--- config.mk ---
export PLATFORM = sky130hd
export DESIGN_NAME = mem_stage_access
export DESIGN_NICKNAME = d
export VERILOG_FILES = /design/src/rtl/mem_stage_access.sv
export SDC_FILE = /design/constraint.sdc
export NUM_CORES = 1
export LEC_CHECK = 0
export CAP_MARGIN = 20
export CORE_MARGIN = 1.5
export CORE_UTILIZATION = 45
export DETAILED_ROUTE_END_ITERATION = 10
export MAX_ROUTING_LAYER = met4
export PLACE_DENSITY = 0.86
export SYNTH_ARGS = -nofsm -noshare
export SYNTH_HDL_FRONTEND = slang
export SYNTH_SLANG_ARGS = --single-unit
--- constraint.sdc ---
create_clock -name clk -period 3 [get_ports clk]
set_input_delay 0.6 -clock clk [delete_from_list [all_inputs] [get_ports clk]]
set_output_delay 0.6 -clock clk [all_outputs]
set_load 0.005 [all_outputs]
--- src/rtl/mem_stage_access.sv ---
// mem_stage_access
//   MEM-stage consumer of the EX/MEM pipeline register. Runs the load or
//   store held in EX/MEM against a data memory with a req/ack handshake.
//   It steers byte and halfword lanes and sign- or zero-extends loads. It
//   stalls the front of the pipeline until the access completes, then
//   registers the result toward MEM/WB.
//
// Ports
//   clk, reset               rising-edge clock, asynchronous active-low reset
//   alu_result_in            effective address / ALU result (EX/MEM)
//   r_data2_in               store data (EX/MEM)
//   mux_RegDst_in            destination register (EX/MEM)
//   wb_RegWrite_in           write-back enable (EX/MEM)
//   wb_MemtoReg_in           1 = load (EX/MEM)
//   m_MemWrite_in            1 = store (EX/MEM)
//   opcode_in                MIPS opcode, selects access width and extension
//   stall                    1 = hold PC/IF/ID/EX/EX-MEM latches
//   mem_req/we/addr/wdata/be registered data-memory request
//   mem_rdata, mem_ack       memory read data and one-cycle completion pulse
//   read_data_out            extended load data (to MEM/WB)
//   alu_result_out           ALU result passthrough
//   mux_RegDst_out           destination passthrough
//   wb_RegWrite_out          write-back enable, 0 on bubble or address error
//   wb_MemtoReg_out          MemtoReg passthrough, 0 on bubble
//   addr_err                 misaligned-access pulse, aligned with outputs

module mem_stage_access #(
    parameter int B = 32,
    parameter int W = 5
) (
    input  logic         clk,
    input  logic         reset,
    input  logic [B-1:0] alu_result_in,
    input  logic [B-1:0] r_data2_in,
    input  logic [W-1:0] mux_RegDst_in,
    input  logic         wb_RegWrite_in,
    input  logic         wb_MemtoReg_in,
    input  logic         m_MemWrite_in,
    input  logic [5:0]   opcode_in,
    output logic         stall,
    output logic         mem_req,
    output logic         mem_we,
    output logic [B-1:0] mem_addr,
    output logic [B-1:0] mem_wdata,
    output logic [3:0]   mem_be,
    input  logic [B-1:0] mem_rdata,
    input  logic         mem_ack,
    output logic [B-1:0] read_data_out,
    output logic [B-1:0] alu_result_out,
    output logic [W-1:0] mux_RegDst_out,
    output logic         wb_RegWrite_out,
    output logic         wb_MemtoReg_out,
    output logic         addr_err
);

    typedef enum logic {IDLE, WAIT} state_t;

    state_t state, state_next;

    logic         is_store, is_load, is_mem;
    logic         is_byte, is_half, sign_ext;
    logic         misaligned;
    logic         start, done;
    logic [B-1:0] st_wdata;
    logic [3:0]   st_be;
    logic [7:0]   ld_byte;
    logic [15:0]  ld_half;
    logic [B-1:0] ld_ext;

    // Access decode: a store wins when both MemWrite and MemtoReg are set.
    always_comb begin
        is_store = m_MemWrite_in;
        is_load  = wb_MemtoReg_in & ~m_MemWrite_in;
        is_mem   = is_store | is_load;
        is_byte  = 1'b0;
        is_half  = 1'b0;
        sign_ext = 1'b0;
        case (opcode_in)
            6'h20: begin is_byte = 1'b1; sign_ext = 1'b1; end
            6'h24, 6'h28: is_byte = 1'b1;
            6'h21: begin is_half = 1'b1; sign_ext = 1'b1; end
            6'h25, 6'h29: is_half = 1'b1;
            default: ;
        endcase
        misaligned = 1'b0;
        if (is_mem) begin
            if (is_half)
                misaligned = alu_result_in[0];
            else if (!is_byte)
                misaligned = (alu_result_in[1:0] != 2'b00);
        end
    end

    // Store lane replication and byte enables (little-endian).
    always_comb begin
        st_wdata = r_data2_in;
        st_be    = 4'b1111;
        if (is_byte) begin
            st_wdata = {4{r_data2_in[7:0]}};
            st_be    = 4'b0001 << alu_result_in[1:0];
        end else if (is_half) begin
            st_wdata = {2{r_data2_in[15:0]}};
            st_be    = alu_result_in[1] ? 4'b1100 : 4'b0011;
        end
        if (!is_store)
            st_be = '0;
    end

    // Load lane selection and extension.
    always_comb begin
        ld_byte = mem_rdata[{alu_result_in[1:0], 3'b000} +: 8];
        ld_half = mem_rdata[{alu_result_in[1], 4'b0000} +: 16];
        if (is_byte)
            ld_ext = {{(B-8){sign_ext & ld_byte[7]}}, ld_byte};
        else if (is_half)
            ld_ext = {{(B-16){sign_ext & ld_half[15]}}, ld_half};
        else
            ld_ext = mem_rdata;
    end

    // Stall is gated by reset so it drops at once when reset is asserted.
    always_comb begin
        state_next = state;
        stall      = 1'b0;
        start      = 1'b0;
        done       = 1'b0;
        case (state)
            IDLE: begin
                if (is_mem && !misaligned) begin
                    stall      = 1'b1;
                    start      = 1'b1;
                    state_next = WAIT;
                end
            end
            WAIT: begin
                if (mem_ack) begin
                    done       = 1'b1;
                    state_next = IDLE;
                end else begin
                    stall = 1'b1;
                end
            end
            default: state_next = IDLE;
        endcase
        if (!reset)
            stall = 1'b0;
    end

    always_ff @(posedge clk or negedge reset) begin
        if (!reset) begin
            state     <= IDLE;
            mem_req   <= 1'b0;
            mem_we    <= 1'b0;
            mem_addr  <= '0;
            mem_wdata <= '0;
            mem_be    <= '0;
        end else begin
            state <= state_next;
            if (start) begin
                mem_req   <= 1'b1;
                mem_we    <= is_store;
                mem_addr  <= {alu_result_in[B-1:2], 2'b00};
                mem_wdata <= st_wdata;
                mem_be    <= st_be;
            end else if (done) begin
                mem_req <= 1'b0;
            end
        end
    end

    // EX/MEM is frozen while stalled, so on the ack edge its inputs still
    // describe the access in flight.
    always_ff @(posedge clk or negedge reset) begin
        if (!reset) begin
            read_data_out   <= '0;
            alu_result_out  <= '0;
            mux_RegDst_out  <= '0;
            wb_RegWrite_out <= 1'b0;
            wb_MemtoReg_out <= 1'b0;
            addr_err        <= 1'b0;
        end else begin
            alu_result_out <= alu_result_in;
            mux_RegDst_out <= mux_RegDst_in;
            read_data_out  <= '0;
            addr_err       <= 1'b0;
            if (done) begin
                read_data_out   <= is_load ? ld_ext : '0;
                wb_RegWrite_out <= wb_RegWrite_in & ~is_store;
                wb_MemtoReg_out <= wb_MemtoReg_in;
            end else if (state == IDLE && !is_mem) begin
                wb_RegWrite_out <= wb_RegWrite_in;
                wb_MemtoReg_out <= wb_MemtoReg_in;
            end else if (state == IDLE && misaligned) begin
                wb_RegWrite_out <= 1'b0;
                wb_MemtoReg_out <= wb_MemtoReg_in;
                addr_err        <= 1'b1;
            end else begin
                wb_RegWrite_out <= 1'b0;
                wb_MemtoReg_out <= 1'b0;
            end
        end
    end

endmodule

==> results.cfg <==
[outcome]
run_status = completed

[logic_synthesis]
synthTopCellsByCount = dfrtp_1 (141), mux2_2 (66), a21oi_1 (33)
yosys_register_bits = 141
postSynthCellCount = 392
synth.top_cell.area_share = 0.619
yosys.area.top_type = dfrtp_1
ys_seq_area_frac = 0.619
synth.most_common_cell = dfrtp_1
synth_edf_count = 0
async_reset_ff_frac = 1.00
avgSynthCellArea_um2 = 14.6
ys.warnings.count = 0
synth_area_leaders = dfrtp_1 (62%), mux2_2 (13%), mux2i_1 (3.3%)
ys.flop_type = dfrtp_1
yosysUniqueCellTypes = 39
syn_area_um2 = 5700

[timing]
drv_slew = 0
finalHoldViolations = 0
slew_headroom = 0.470
finalSetupViolations = 0
clock_skew_ps = 8.37
clock.fmax_mhz = 351
worst_slew_pin_slew_ps = 795
fin_tns_setup_ps = 0
fin_crit_sh = 0.951
period_minus_slack_ps = 2850
setup_slack_ps = 148
rsz0062_at_grt = false

[critical_path]
crit_required_ps = 2400
critical_path_class = in2out
max_stage_delay_ps = 520
cp_cell_sequence = clkdlybuf4s50_1 > nor3b_4 > a31oi_2 > a211oi_4 > o21a_1 > dlygate4sd2_1
crit_family = buffers and inverters
cp-end-kind = output pin
arrival_ps = 2250
reg2reg_slack_ps = 900
crit_fanout = 4
cp-start-kind = input pin
path_buf_inv = 2
crit_path_top_delay_cell = clkdlybuf4s50_1

[placed_design]
port_buffers = 253
dp_hpwl_um = 11900
gp_congestion = 0.860
preCtsSetupSlack_ps = -115

[floorplan]
start_util = 0.467
die_h_um = 116
core_area_um2 = 12200
rows = 40
dieWidth_um = 116
top_level_ports = 256
die_area_um2 = 13400

[clock_tree]
root_buffer = clkbuf_16
cts_tree = done
htree_levels = 4
clk_path_buf_depth = 2
cts-buffers-inserted = 17
cts_hold_buf = 0
clock_sinks = 141
clock_latency_ps = 420
clk_pin_slew_worst_paths_ps = 60

[drt]
drtIter0Drc = 293
wirelength_um = 16900
vias_per_cell = 5.28
firstDrtPassIters = 4
drtAntennaViolNets = 0
num_vias = 4426
routedWlPerCell_um = 20.1
drc = 0

[hold_path]
worstHoldPathType = in2async

[pwr]
pwr-share-comb = 0.232
power.internal_mw = 4.28
peakVddDrop_uv = 406
clock_power_share = 0.356
pwr-share-seq = 0.412
netSwitchingPower_mw = 1.41
p_leak_nw = 3.97
swShare = 0.248
power_density_nw_per_um2 = 630

[grt]
grt_use_total = 0.267
first_global_vias = 4824
grt_pass1_wl_um = 25600
grt.overflow.total = 0
grt_max_degree = 142
grt_antenna_before_repair = 0

[cells_and_area]
antenna_cells = 0
nets = 770
final_core_util = 0.739
drive_above_1_share = 0.197
fillers = 840
layout-area-overhead-vs-synth_pct = 58.3

[job]
drv_cap = 0
[power by group through the flow]
stage | clock (mW) | combinational [mW] | sequential (mW)
floorplan | 0 | 0.375 | 2.38
global placement | 0 | 1.28 | 2.35
detailed placement | 0 | 1.32 | 2.37
CTS | 2.06 | 1.33 | 2.35
global route | 2.13 | 1.41 | 2.38
finish | 2.03 | 1.32 | 2.34
[through the flow]
| step | hold WS, ps | power (mW) | instance area [um^2] | instances |
|---|---|---|---|---|
| floorplan | 304 | 2.76 | 5710 | 393 |
| global placement | 468 | 3.64 | 8440 | 806 |
| detailed placement | 472 | 3.69 | 8440 | 806 |
| finish | 272 | 5.69 | 9030 | 838 |
| CTS | 371 | 5.74 | 9030 | 838 |
| global route | 395 | 5.92 | 9030 | 838 |
[layout by cell type, fill, tap and decap left out, drive strengths merged, types with 4 or more instances in the layout]
master / Yosys / final
a21o: 17 / 17
a21oi: 34 / 34
buf: 16 / 19
clkbuf: 10 / 21
clkdlybuf4s50: 0 / 251
clkinv: 0 / 5
dfrtp: 141 / 141
inv: 6 / 8
mux2: 81 / 81
mux2i: 19 / 19
mux4: 8 / 8
nand2: 6 / 6
nand2b: 8 / 8
nor2: 4 / 4
o21ai: 8 / 8
o221ai: 7 / 7
o22ai: 7 / 7
[metal layers]
metal	vias up	GRT usage	wire, um
met5	-	-	0
met4	0	0.137	505
met3	43	0.0649	1140
met2	214	0.447	8840
met1	2221	0.298	6370
li1	1948	-	-
[area by class of cell]
| type | instances | area, um^2 | area share |
|---|---|---|---|
| clock inverter | 11 | 110 | 0.0122 |
| inverter | 6 | 22.5 | 0.00249 |
| tap | 168 | 210 | 0.0233 |
| clock buffer | 21 | 470 | 0.0521 |
| multi-input combinational | 220 | 2000 | 0.221 |
| sequential | 141 | 3530 | 0.391 |
| timing repair buffer | 271 | 2690 | 0.298 |
[what timing repair did]
action / 4_1_cts / 5_1_grt
resized for setup: 2 / 0
setup endpoints to repair: 1 / 0
hold endpoints to repair: 0 / 0
buffers inserted: 0 / 0
[final timing paths]
kind | cells past startpoint | end | startpoint
worst max-delay path | 6 | stall | opcode_in[5]
worst min-delay path | 2 | read_data_out[18] | reset
worst max register to register | 7 | mem_wdata[17] | state
worst min register to register | 1 | mem_req | mem_req
max in group asynchronous | 2 | read_data_out[28] | reset
min in group clk | 1 | mem_req | mem_req
[registers in the layout, indices dropped and copies added (netlist names)]
signal,cells
mem_be,4
alu_result_out,32
wb_MemtoReg_out,1
wb_RegWrite_out,1
mem_req,1
mux_RegDst_out,5
mem_addr,30
read_data_out,32
mem_wdata,32
addr_err,1
mem_we,1
state,1
[kinds of logic after synthesis]
group           after synthesis  synth area share
simple gates                 30            0.0322
compound gates               80            0.0904
flops                       141             0.619
buf+inv                      32            0.0333
mux                         108             0.225
other cells                   1          0.000657
No activity file was read; power rests on OpenSTA's default activity.
